===== config.mk =====
export PLATFORM = sky130hd
export DESIGN_NAME = sc_statemachine_frogmove_flat
export DESIGN_NICKNAME = d
export VERILOG_FILES = /design/src/rtl/sc_statemachine_frogmove_if.sv /design/src/rtl/sc_statemachine_frogmove.sv /design/src/flat_wrapper.sv
export SDC_FILE = /design/constraint.sdc
export NUM_CORES = 1
export LEC_CHECK = 0
export ABC_AREA = 1
export BUFFER_PORTS_ARGS = -buffer_cell sky130_fd_sc_hd__buf_2
export CAP_MARGIN = 5
export CORE_MARGIN = 8
export CORE_UTILIZATION = 45
export CTS_BUF_LIST = sky130_fd_sc_hd__clkbuf_8
export CTS_CLUSTER_SIZE = 16
export DETAILED_ROUTE_END_ITERATION = 10
export HOLD_SLACK_MARGIN = 0.15
export PLACE_DENSITY = 0.81
export SETUP_SLACK_MARGIN = 0.02
export SYNTH_ARGS = -nofsm -noshare
export SYNTH_HDL_FRONTEND = slang
export SYNTH_SLANG_ARGS = --single-unit
export TNS_END_PERCENT = 10

===== constraint.sdc =====
create_clock -name SC_RegPOINTTYPE_CLOCK_50 -period 2.21 [get_ports SC_RegPOINTTYPE_CLOCK_50]
set_input_delay 0.442 -clock SC_RegPOINTTYPE_CLOCK_50 [delete_from_list [all_inputs] [get_ports SC_RegPOINTTYPE_CLOCK_50]]
set_output_delay 0.442 -clock SC_RegPOINTTYPE_CLOCK_50 [all_outputs]
set_load 0.02 [all_outputs]

===== src/rtl/sc_statemachine_frogmove_if.sv =====
// ----------------------------------------------------------------------------
// sc_statemachine_frogmove_if : button/collision inputs and position-register
// commands of the frog-move FSM.  Rev 1.0
// ----------------------------------------------------------------------------
`default_nettype none

interface sc_statemachine_frogmove_if #(
  parameter int DATAWIDTH = 8
);
  logic                 SC_FrogMove_start_InLow;
  logic                 SC_FrogMove_left_InLow;
  logic                 SC_FrogMove_right_InLow;
  logic                 SC_FrogMove_collision_InLow;
  logic [DATAWIDTH-1:0] SC_FrogMove_frogPos_InBUS;
  logic                 SC_FrogMove_clear_OutLow;
  logic                 SC_FrogMove_load0_OutLow;
  logic [1:0]           SC_FrogMove_shiftselection_Out;
  logic                 SC_FrogMove_clearLOST_OutLow;
  logic [1:0]           SC_FrogMove_lives_OutBUS;

  // master: buttons and datapath side; slave: the FSM
  modport master (
    output SC_FrogMove_start_InLow, SC_FrogMove_left_InLow, SC_FrogMove_right_InLow,
           SC_FrogMove_collision_InLow, SC_FrogMove_frogPos_InBUS,
    input  SC_FrogMove_clear_OutLow, SC_FrogMove_load0_OutLow,
           SC_FrogMove_shiftselection_Out, SC_FrogMove_clearLOST_OutLow,
           SC_FrogMove_lives_OutBUS
  );

  modport slave (
    input  SC_FrogMove_start_InLow, SC_FrogMove_left_InLow, SC_FrogMove_right_InLow,
           SC_FrogMove_collision_InLow, SC_FrogMove_frogPos_InBUS,
    output SC_FrogMove_clear_OutLow, SC_FrogMove_load0_OutLow,
           SC_FrogMove_shiftselection_Out, SC_FrogMove_clearLOST_OutLow,
           SC_FrogMove_lives_OutBUS
  );
endinterface

`default_nettype wire


===== src/rtl/sc_statemachine_frogmove.sv =====
// ----------------------------------------------------------------------------
// sc_statemachine_frogmove : Moore FSM issuing one-cycle commands to the frog
// position register, with move cooldown and lives tracking.  Rev 1.0
// ----------------------------------------------------------------------------
`default_nettype none

module sc_statemachine_frogmove #(
  parameter int DATAWIDTH       = 8,
  parameter int COOLDOWN_CYCLES = 16,
  parameter int LIVES_INIT      = 3
) (
  input  logic                       SC_RegPOINTTYPE_CLOCK_50,
  input  logic                       SC_RegPOINTTYPE_RESET_InHigh,
  sc_statemachine_frogmove_if.slave  bus
);

  localparam logic [2:0] ST_INIT   = 3'd0;
  localparam logic [2:0] ST_IDLE   = 3'd1;
  localparam logic [2:0] ST_MOVE_L = 3'd2;
  localparam logic [2:0] ST_MOVE_R = 3'd3;
  localparam logic [2:0] ST_HOLD   = 3'd4;
  localparam logic [2:0] ST_HIT    = 3'd5;
  localparam logic [2:0] ST_LOST   = 3'd6;

  localparam int             CNT_W    = $clog2(COOLDOWN_CYCLES);
  localparam logic [CNT_W-1:0] CNT_MAX = CNT_W'(COOLDOWN_CYCLES - 1);
  localparam logic [1:0]     LIVES_RST = 2'(LIVES_INIT);

  localparam logic [DATAWIDTH-1:0] MSB_MASK = {1'b1, {(DATAWIDTH-1){1'b0}}};
  localparam logic [DATAWIDTH-1:0] LSB_MASK = {{(DATAWIDTH-1){1'b0}}, 1'b1};

  logic [2:0]       state;
  logic [2:0]       next_state;
  logic [1:0]       lives;
  logic [CNT_W-1:0] cnt;

  logic start_n, left_n, right_n, coll_n;
  logic at_msb, at_lsb, cool_done;

  assign start_n   = bus.SC_FrogMove_start_InLow;
  assign left_n    = bus.SC_FrogMove_left_InLow;
  assign right_n   = bus.SC_FrogMove_right_InLow;
  assign coll_n    = bus.SC_FrogMove_collision_InLow;
  assign at_msb    = (bus.SC_FrogMove_frogPos_InBUS & MSB_MASK) != '0;
  assign at_lsb    = (bus.SC_FrogMove_frogPos_InBUS & LSB_MASK) != '0;
  assign cool_done = (cnt == CNT_MAX);

  always_comb begin
    next_state = state;
    case (state)
      ST_INIT:   next_state = ST_IDLE;
      ST_IDLE: begin
        if (!coll_n)                           next_state = ST_HIT;
        else if (!left_n && right_n && !at_msb) next_state = ST_MOVE_L;
        else if (!right_n && left_n && !at_lsb) next_state = ST_MOVE_R;
      end
      ST_MOVE_L: next_state = ST_HOLD;
      ST_MOVE_R: next_state = ST_HOLD;
      ST_HOLD: begin
        // both buttons must be released so a held button moves only once
        if (!coll_n)                            next_state = ST_HIT;
        else if (cool_done && left_n && right_n) next_state = ST_IDLE;
      end
      ST_HIT:    next_state = (lives == 2'd0) ? ST_LOST : ST_HOLD;
      ST_LOST:   if (!start_n) next_state = ST_INIT;
      default:   next_state = ST_INIT;
    endcase
  end

  always_ff @(posedge SC_RegPOINTTYPE_CLOCK_50 or posedge SC_RegPOINTTYPE_RESET_InHigh) begin
    if (SC_RegPOINTTYPE_RESET_InHigh) begin
      state <= ST_INIT;
      lives <= LIVES_RST;
      cnt   <= '0;
    end else begin
      state <= next_state;

      if (next_state == ST_HIT)
        lives <= (lives == 2'd0) ? 2'd0 : lives - 2'd1;
      else if (state == ST_LOST && next_state == ST_INIT)
        lives <= LIVES_RST;

      // held at zero outside HOLD, so every HOLD entry starts a fresh cooldown
      if (state != ST_HOLD)
        cnt <= '0;
      else if (!cool_done)
        cnt <= cnt + 1'b1;
    end
  end

  assign bus.SC_FrogMove_clear_OutLow       = (state != ST_INIT);
  assign bus.SC_FrogMove_load0_OutLow       = (state != ST_HIT);
  assign bus.SC_FrogMove_clearLOST_OutLow   = (state != ST_LOST);
  assign bus.SC_FrogMove_shiftselection_Out = (state == ST_MOVE_L) ? 2'b01 :
                                              (state == ST_MOVE_R) ? 2'b10 : 2'b00;
  assign bus.SC_FrogMove_lives_OutBUS       = lives;

endmodule

`default_nettype wire


===== src/flat_wrapper.sv =====
// flat-port wrapper written by rule: the top's interface ports become plain ports
module sc_statemachine_frogmove_flat 
#(
  parameter int DATAWIDTH       = 8,
  parameter int COOLDOWN_CYCLES = 16,
  parameter int LIVES_INIT      = 3
)
  (SC_RegPOINTTYPE_CLOCK_50, SC_RegPOINTTYPE_RESET_InHigh, bus_SC_FrogMove_start_InLow, bus_SC_FrogMove_left_InLow, bus_SC_FrogMove_right_InLow, bus_SC_FrogMove_collision_InLow, bus_SC_FrogMove_frogPos_InBUS, bus_SC_FrogMove_clear_OutLow, bus_SC_FrogMove_load0_OutLow, bus_SC_FrogMove_shiftselection_Out, bus_SC_FrogMove_clearLOST_OutLow, bus_SC_FrogMove_lives_OutBUS);
  sc_statemachine_frogmove_if #(.DATAWIDTH(DATAWIDTH)) bus_i ();
  input  logic SC_RegPOINTTYPE_CLOCK_50;
  input  logic SC_RegPOINTTYPE_RESET_InHigh;
  input wire logic [$bits(bus_i.SC_FrogMove_start_InLow)-1:0] bus_SC_FrogMove_start_InLow;
  input wire logic [$bits(bus_i.SC_FrogMove_left_InLow)-1:0] bus_SC_FrogMove_left_InLow;
  input wire logic [$bits(bus_i.SC_FrogMove_right_InLow)-1:0] bus_SC_FrogMove_right_InLow;
  input wire logic [$bits(bus_i.SC_FrogMove_collision_InLow)-1:0] bus_SC_FrogMove_collision_InLow;
  input wire logic [$bits(bus_i.SC_FrogMove_frogPos_InBUS)-1:0] bus_SC_FrogMove_frogPos_InBUS;
  output wire logic [$bits(bus_i.SC_FrogMove_clear_OutLow)-1:0] bus_SC_FrogMove_clear_OutLow;
  output wire logic [$bits(bus_i.SC_FrogMove_load0_OutLow)-1:0] bus_SC_FrogMove_load0_OutLow;
  output wire logic [$bits(bus_i.SC_FrogMove_shiftselection_Out)-1:0] bus_SC_FrogMove_shiftselection_Out;
  output wire logic [$bits(bus_i.SC_FrogMove_clearLOST_OutLow)-1:0] bus_SC_FrogMove_clearLOST_OutLow;
  output wire logic [$bits(bus_i.SC_FrogMove_lives_OutBUS)-1:0] bus_SC_FrogMove_lives_OutBUS;
  assign bus_i.SC_FrogMove_start_InLow = bus_SC_FrogMove_start_InLow;
  assign bus_i.SC_FrogMove_left_InLow = bus_SC_FrogMove_left_InLow;
  assign bus_i.SC_FrogMove_right_InLow = bus_SC_FrogMove_right_InLow;
  assign bus_i.SC_FrogMove_collision_InLow = bus_SC_FrogMove_collision_InLow;
  assign bus_i.SC_FrogMove_frogPos_InBUS = bus_SC_FrogMove_frogPos_InBUS;
  assign bus_SC_FrogMove_clear_OutLow = bus_i.SC_FrogMove_clear_OutLow;
  assign bus_SC_FrogMove_load0_OutLow = bus_i.SC_FrogMove_load0_OutLow;
  assign bus_SC_FrogMove_shiftselection_Out = bus_i.SC_FrogMove_shiftselection_Out;
  assign bus_SC_FrogMove_clearLOST_OutLow = bus_i.SC_FrogMove_clearLOST_OutLow;
  assign bus_SC_FrogMove_lives_OutBUS = bus_i.SC_FrogMove_lives_OutBUS;
  sc_statemachine_frogmove #(.DATAWIDTH(DATAWIDTH), .COOLDOWN_CYCLES(COOLDOWN_CYCLES), .LIVES_INIT(LIVES_INIT)) u_core (.SC_RegPOINTTYPE_CLOCK_50(SC_RegPOINTTYPE_CLOCK_50), .SC_RegPOINTTYPE_RESET_InHigh(SC_RegPOINTTYPE_RESET_InHigh), .bus(bus_i));
endmodule

# [After elaboration in Yosys (flattened, before gate mapping)]
# Cells that the tools add are included.
[op_classes] n_eq_ne=12 mux=15 n_shift=0 addsub=2 div_mod_pow=0 reduce_logical=17 bitwise=0 magnitude_cmp=0 n_mul=0
[op_table] op="$mux W3" n=6
[op_table] op="$pmux W3 S6" n=1
[op_table] op="$eq A3 B3 Y1 const B" n=4
[op_table] op="$mux W2" n=6
[op_table] op="$ne A3 B3 Y1 const B" n=3
[op_table] op="$mux W4" n=2
[op_table] op="$logic_and A1 B1 Y1" n=7
[op_table] op="$eq A3 B2 Y1 const B" n=2
[op_table] op="$logic_not A3 Y1" n=2
[op_table] op="$add A4 B1 Y4 const B" n=1
[op_table] op="$eq A4 B4 Y1 const B" n=1
[op_table] op="$logic_not A1 Y1" n=4
[op_table] op="$eq A3 B1 Y1 const B" n=1
[op_table] op="$reduce_bool A3 Y1" n=1
[op_table] op="$logic_not A2 Y1" n=1
[op_table] op="$ne A2 B2 Y1 const B" n=1
[op_table] op="$reduce_bool A2 Y1" n=1
[op_table] op="$reduce_or A2 Y1" n=1
[op_table] op="$sub A2 B1 Y2 const B" n=1
[totals] mem_bits_rw=0 latchBits=0 register_bits=9 mem_bits_ro=0 word_cells=49 memories=0

# [Depth between registers and ports, before layout]
# Gate-level depths: netlist (run 1).
[logic_depth] word_depth=11 ltp_mapped=10 depth_no_buf=10

# [Worst setup path before layout (run 1)]
# OpenSTA, ideal clock, no wires.
[synth_path] path_kind="reg2out" startpoint="reg u_core.state[2]" endpoint="out bus_SC_FrogMove_shiftselection_Out[0]" required_ps=1768 setup_slack_ps=856 path_stages_with_launch=4 arrival_time_ps=912 cell_sequence="dfrtp_1 -> inv_2 -> nand2_1 -> nor2_1"
[synth_between] elab_chain_len=2
[synth_lines] item="start: declaration" line="sc_statemachine_frogmove.sv:32" text="logic [2:0] state;"
[synth_lines] item="start signal: assignment" line="sc_statemachine_frogmove.sv:76" text="state <= next_state;"
[synth_lines] item="$eq A3 B2 Y1" line="sc_statemachine_frogmove.sv:94" text="assign bus.SC_FrogMove_shiftselection_Out = (state == ST_MOVE_L) ? 2'b01 :"
[synth_lines] item="$mux W2" line="sc_statemachine_frogmove.sv:94"
[synth_lines] item="end: declaration" line="flat_wrapper.sv:19" text="output wire logic [$bits(bus_i.SC_FrogMove_shiftselection_Out)-1:0] bus_SC_FrogMove_shiftselection_Out;"
# No other way between the ends.

# [Worst setup path after layout (run 1)]
[layout_path] startpoint="reg u_core.state[0]" endpoint="out bus_SC_FrogMove_clear_OutLow"
[layout_between] elab_chain_len=1
[layout_lines] item="$reduce_bool A3 Y1" line="sc_statemachine_frogmove.sv:91" text="assign bus.SC_FrogMove_clear_OutLow = (state != ST_INIT);"
[layout_lines] item="end: declaration" line="flat_wrapper.sv:17" text="output wire logic [$bits(bus_i.SC_FrogMove_clear_OutLow)-1:0] bus_SC_FrogMove_clear_OutLow;"
# No other way between the ends.

==> impl_metrics.env, run 1 <==
export IMPL_async_flop_share_pct=100
export IMPL_die_x_um=52.6
export IMPL_power_frac_seq_pct=30.8
export IMPL_setup_slack_ns=0.584
export IMPL_die_h_um=52.6
export IMPL_p_clk_share_pct=18.4
export IMPL_total_power_mw=0.982
export IMPL_cts_tree="done"
export IMPL_rsz0062_at_grt="false"
export IMPL_post_dp_hpwl_um=1050
export IMPL_nets=119
export IMPL_comb_power_share_pct=50.8
export IMPL_io_pins=21
export IMPL_fin_util_pct=57.4
export IMPL_vias=577
export IMPL_syn_nets=100
export IMPL_die_area_um2=2770
export IMPL_clk_latency_ns=0.23
export IMPL_hold_viol=0
export IMPL_synth_edf_count=0
export IMPL_synth_area_leader_cell="dfrtp_1"
export IMPL_post_cts_buffers=0
export IMPL_areaGrowthSynthToFinish_pct=22.2
export IMPL_start_kind="register"
export IMPL_finalMaxSlewViolations=0
export IMPL_critical_path_class="reg2out"
export IMPL_cts_sinks=9
export IMPL_min_period_ns=1.63
export IMPL_drcViolationCount=0
export IMPL_skew_ns=0.00226
export IMPL_num_antenna_cells=0
export IMPL_max_vdd_ir_drop_uv=540
export IMPL_ant_nets=0
export IMPL_setup_tns_ns=0
export IMPL_start_util_pct=47.0
export IMPL_grt_max_degree=10
export IMPL_drive_above_1_share_pct=32.0
export IMPL_crit_required_ns=1.77
export IMPL_ys_types=21
export IMPL_synth_commonest_cells="nand2_1, inv_1, nor2_1"
export IMPL_grt_pass1_vias=529
export IMPL_p_leak_nw=0.404
export IMPL_ys_seq_elements=9
export IMPL_clk_pin_slew_ns=0.04
export IMPL_port_buffers=14
export IMPL_yosys_area_top_type_share_pct=29.0
export IMPL_min_period_over_period_pct=73.6
export IMPL_cp_end_kind="output port"
export IMPL_max_cap_violations=0
export IMPL_ctsResizeCount=0
export IMPL_switching_share_pct=46.4
export IMPL_track_usage_pct=10.1
export IMPL_hold_worst_slack_ns=0.169
export IMPL_grt_overflow=0
export IMPL_synth_area_um2=604
export IMPL_yosys_warnings=0
export IMPL_clock_path_buffers=2
export IMPL_cts_root_buffer="clkbuf_8"
export IMPL_p_per_area_nw_per_um2=1330
export IMPL_hold_buffers=0
export IMPL_antenna_found_initial=0
export IMPL_drtIter0Drc=8
export IMPL_globalplace_congestion=0.762
export IMPL_critPathMaxFanout=6
export IMPL_drt_pre_antenna_iters=4
export IMPL_cts_buffers=3
export IMPL_setup_viol=0
export IMPL_hold_class="in2async"
export IMPL_synth_area_per_cell_um2=7.11
export IMPL_syn_inst=85
export IMPL_vias_per_cell=4.89
export IMPL_cts_htree_levels=1
export IMPL_drt_wl_total_um=1290
export IMPL_synth_area_top_cells="dfrtp_1, nand2_1, dfstp_2, inv_1, nor2_1"
export IMPL_fmax_mhz=615
export IMPL_wl_per_cell_um=10.9
export IMPL_core_rowCount=13
export IMPL_tightest_slew_ns=0.349
export IMPL_grt_first_pass_wirelength_um=2140
export IMPL_fillCellCount=126
export IMPL_p_sw_mw=0.455
export IMPL_synthFlopType="dfrtp_1"
export IMPL_place_ws_ns=0.781
export IMPL_status="finished clean"
export IMPL_core_area_um2=1280
export IMPL_critical_path_arrival_ns=1.18
export IMPL_p_int_mw=0.527
export IMPL_ys_seq_area_share_pct=37.7
export IMPL_synth_most_common_cell="nand2_1"
export IMPL_relSlewSlack_pct=76.7
## per-stage QoR
step           instances  area [µm²]
3_5_place_dp         114         693
6_report             118         738
3_3_place_gp         114         693
5_1_grt              118         738
2_1_floorplan         85         604
4_1_cts              118         738
## routing by layer
layer	global-route usage [%]	share of wire [%]
met2	16.0	46
met4	5.17	2.1
met3	2.56	8.1
met1	12.1	44
met5	0	0
## flip-flops by register name, indices dropped and copies added (netlist names)
signal,cells
u_core.bus.SC_FrogMove_lives_OutBUS,2
u_core.cnt,4
u_core.state,3
## area by class of cell
| cell class | count | area, µm² | area share (%) |
|---|---|---|---|
| Clock inverter | 1 | 3.75 | 0.508 |
| Sequential cell | 9 | 228 | 30.8 |
| Timing Repair Buffer | 14 | 70.1 | 9.49 |
| Clock buffer | 3 | 41.3 | 5.59 |
| Tap cell | 15 | 18.8 | 2.54 |
| Multi-Input combinational cell | 60 | 317 | 42.9 |
| Inverter | 16 | 60.1 | 8.14 |
## path summary, 6_finish.rpt
kind	from	end	slack, ns	depth (start not counted)
worst max-delay path	u_core.state[0]$_DFF_PP0_	bus_SC_FrogMove_clear_OutLow	0.58	5
min in group SC_RegPOINTTYPE_CLOCK_50	u_core.bus.SC_FrogMove_lives_OutBUS[1]$_DFFE_PP1P_	u_core.bus.SC_FrogMove_lives_OutBUS[1]$_DFFE_PP1P_	0.48	2
worst min-delay path	SC_RegPOINTTYPE_RESET_InHigh	u_core.cnt[3]$_DFFE_PP0P_	0.17	2
worst max register to register	u_core.cnt[0]$_DFFE_PP0P_	u_core.bus.SC_FrogMove_lives_OutBUS[0]$_DFFE_PP1P_	0.75	10
max in group asynchronous	SC_RegPOINTTYPE_RESET_InHigh	u_core.bus.SC_FrogMove_lives_OutBUS[1]$_DFFE_PP1P_	1.74	2
worst min register to register	u_core.bus.SC_FrogMove_lives_OutBUS[1]$_DFFE_PP1P_	u_core.bus.SC_FrogMove_lives_OutBUS[1]$_DFFE_PP1P_	0.48	2
## power by group through the flow
stage | sequential, mW | clock [mW] | combinational (mW)
6_report | 0.303 | 0.181 | 0.499
4_1_cts | 0.303 | 0.188 | 0.505
5_1_grt | 0.312 | 0.195 | 0.557
3_5_place_dp | 0.304 | 0 | 0.500
3_3_place_gp | 0.302 | 0 | 0.486
2_1_floorplan | 0.309 | 0 | 0.372
## placed cells by master, fill, tap and decap left out, types with 2 or more instances in the layout
cell      instances
dfrtp_1           7
buf_2            14
nand3b_1          2
clkbuf_8          3
nand4_1           3
o21ai_0           2
inv_1            13
nand2_1          19
inv_2             4
xor2_1            2
nand3_1           6
nor2_2            4
nor2_1            9
nand2_2           3
a21oi_1           3
dfstp_2           2
## cell families after synthesis
family                     after synthesis  synth area share, %
and+or+nand+nor                         49                 40.0
buffers and inverters                   16                 9.94
DFF                                      9                 37.7
AOI/OAI and AO/OA                        8                 7.45
xor gates and xnor gates                 2                 2.90
adders and majority gates                1                 2.07
## critical path: stages (launching register included)
cell and delay, ns:
dfrtp_1 0.44, inv_2 0.13, nand2_1 0.08, inv_1 0.09, nand2_1 0.06, buf_2 0.15
Note: power is estimated with default switching activity, not from simulation.
==> run 2, diff against run 1 <==
ABC_AREA = 0   (was 1)
clock period = 1.5 ns   (was 2.21 ns; I/O delays follow)
==> impl_metrics.env, run 2 <==
export IMPL_p_leak_nw=0.433
export IMPL_syn_inst=63
export IMPL_cts_root_buffer="clkbuf_8"
export IMPL_dpl_cell_count=110
export IMPL_cts_htree_levels=1
export IMPL_globalplace_congestion=0.705
export IMPL_top_register="u_core.cnt"
export IMPL_cp_end_kind="register"
export IMPL_synth_commonest_cells="nor2_1, dfrtp_1, nand2_1, nor2b_1, inv_1"
export IMPL_vias_per_cell=5.07
export IMPL_synth_area_per_cell_um2=9.29
export IMPL_ys_types=32
export IMPL_synthFlopType="dfrtp_1"
export IMPL_largest_reg_flops=4
export IMPL_grt_pass1_vias=637
export IMPL_synth_area_top_cells="dfrtp_1, dfstp_2, nor2b_1, nor2_1, a2111oi_4"
export IMPL_cts_buffers=3
export IMPL_setup_viol=4
export IMPL_clk_latency_ns=0.22
export IMPL_drcViolationCount=0
export IMPL_synth_edf_count=0
export IMPL_multiInputGateArea_um2=359
export IMPL_hold_class="in2reg"
export IMPL_finalMaxSlewViolations=0
export IMPL_async_flop_share_pct=100
export IMPL_start_kind="register"
export IMPL_yosys_warnings=0
export IMPL_drt_pre_antenna_iters=4
export IMPL_ys_seq_elements=9
export IMPL_min_period_over_period_pct=110
export IMPL_drtIter0Drc=15
export IMPL_layout_common_cells="buf_4, buf_2, nor2_1"
export IMPL_ff_latch_area_um2=230
export IMPL_p_per_area_nw_per_um2=2080
export IMPL_antenna_found_initial=0
export IMPL_cts_tree="done"
export IMPL_cts_sinks=9
export IMPL_critical_path_class="reg2reg"
export IMPL_status="finished with violations"
export IMPL_nets=116
export IMPL_ys_seq_area_share_pct=38.9
export IMPL_start_util_pct=46.8
export IMPL_drt_wl_total_um=1580
export IMPL_wl_per_cell_um=13.8
export IMPL_vias=583
export IMPL_clock_path_buffers=2
export IMPL_track_usage_pct=12.2
export IMPL_grt_overflow=0
export IMPL_post_cts_buffers=0
export IMPL_tightest_slew_ns=0.334
export IMPL_grt_first_pass_wirelength_um=2620
export IMPL_hold_worst_slack_ns=0.546
export IMPL_synth_area_um2=586
export IMPL_io_pins=21
export IMPL_fmax_mhz=604
export IMPL_hold_viol=0
export IMPL_synth_most_common_cell="nor2_1"
export IMPL_fillCellCount=77
export IMPL_critical_path_arrival_ns=1.79
export IMPL_grt_max_degree=10
export IMPL_clk_pin_slew_ns=0.04
export IMPL_num_antenna_cells=0
export IMPL_crit_required_ns=1.64
export IMPL_syn_nets=78
export IMPL_violations="setup timing"
export IMPL_post_dp_hpwl_um=1190
export IMPL_rsz0062_at_grt="true"
export IMPL_core_area_um2=1250
export IMPL_max_vdd_ir_drop_uv=1420
export IMPL_die_area_um2=2710
export IMPL_min_period_ns=1.66
export IMPL_yosys_area_top_type_share_pct=29.9
export IMPL_stdcell_count=115
export IMPL_core_rowCount=13
export IMPL_critPathMaxFanout=3
export IMPL_final_common_cell="buf_4"
export IMPL_port_buffers=14
export IMPL_drive_above_1_share_pct=55.0
export IMPL_relSlewSlack_pct=77.7
export IMPL_areaGrowthSynthToFinish_pct=57.5
export IMPL_ant_nets=0
export IMPL_die_h_um=52.1
export IMPL_setup_slack_ns=-0.156
export IMPL_max_cap_violations=0
export IMPL_synth_area_leader_cell="dfrtp_1"
export IMPL_skew_ns=0.00245
export IMPL_die_x_um=52.1
[run 2: cell types whose count changed after synthesis, sizes merged, moves of 2 or more]
cell	before	now
a21oi	3	0
nand4	3	0
nor2b	0	7
o21ai	4	1
xor2	2	0
nor2	13	10
nand3b	2	0
nand3	7	2
nand2	22	7
inv	16	3
[run 2: kinds of logic after synthesis]
family | count (synthesis) | synth area share [%]
compound gates | 13 | 23.7
xor+xnor | 1 | 1.50
fa+ha+maj | 1 | 2.14
buf+inv | 6 | 4.06
flops | 9 | 38.9
mux | 2 | 3.63
simple gates | 31 | 26.1
[run 2: report_power, final]
group	switching, mW	total, mW	leakage [nW]	internal, mW
clock	0.0813	0.258	0.0269	0.177
sequential	0.0885	0.451	0.109	0.362
combinational	0.606	1.21	0.298	0.606
total	0.776	1.92	0.433	1.15
[run 2: path summary, 6_finish.rpt]
kind	start	end	slack [ns]	cells past startpoint
max in group asynchronous	SC_RegPOINTTYPE_RESET_InHigh	u_core.bus.SC_FrogMove_lives_OutBUS[0]$_DFFE_PP1P_	0.62	3
min in group asynchronous	SC_RegPOINTTYPE_RESET_InHigh	u_core.state[1]$_DFF_PP0_	0.59	3
setup reg to reg	u_core.cnt[1]$_DFFE_PP0P_	u_core.bus.SC_FrogMove_lives_OutBUS[1]$_DFFE_PP1P_	-0.16	6
hold reg to reg	u_core.bus.SC_FrogMove_lives_OutBUS[1]$_DFFE_PP1P_	u_core.bus.SC_FrogMove_lives_OutBUS[1]$_DFFE_PP1P_	0.62	3
hold / removal	bus_SC_FrogMove_start_InLow	u_core.bus.SC_FrogMove_lives_OutBUS[1]$_DFFE_PP1P_	0.55	4
setup / recovery	u_core.cnt[1]$_DFFE_PP0P_	u_core.bus.SC_FrogMove_lives_OutBUS[1]$_DFFE_PP1P_	-0.16	6
[run 2: final cells by class]
type | count | share of cell area (%)
Tap cell | 15 | 2.04
Timing Repair Buffer | 35 | 27.4
Sequential cell | 9 | 25.0
Inverter | 4 | 1.76
Multi-Input combinational cell | 48 | 38.9
Clock buffer | 3 | 4.48
Clock inverter | 1 | 0.407
[run 2: per-layer routing]
layer  global-route usage (%)  vias to the layer above  wire (µm)
li1                         -                      299          -
met1                     13.4                      272        658
met2                     23.2                       10        850
met3                     2.28                        2         54
met4                     2.65                        0         21
met5                        0                        -          0
[run 2: critical path: stages (launching register included)]
cell	delay (ns)
dfrtp_1	0.35
ha_2	0.19
nand3_2	0.08
o31a_1	0.25
a311o_2	0.38
o41ai_2	0.20
o21ai_1	0.11
[run 2: what timing repair did]
| item | in CTS | in global routing |
|---|---|---|
| setup endpoints to repair | 6 | 9 |
| hold buffers | 1 | 0 |
| resized for setup | 7 | 10 |
| cloned | 0 | 0 |
| hold endpoints to repair | 7 | 0 |
| pin swaps | 1 | 1 |
[run 2: stage by stage]
stage / power (mW) / utilization [%] / setup slack [ns] / setup TNS (ns) / area, µm²
3_5_place_dp: 1.54 / 65.9 / -0.150 / -0.286 / 826
4_1_cts: 1.85 / 72.0 / -0.170 / -0.512 / 902
3_3_place_gp: 1.49 / 65.9 / -0.146 / -0.278 / 826
5_1_grt: 2.05 / 73.6 / -0.227 / -0.708 / 922
2_1_floorplan: 1.09 / - / -0.188 / -0.352 / 596
6_report: 1.92 / 73.6 / -0.156 / -0.441 / 922
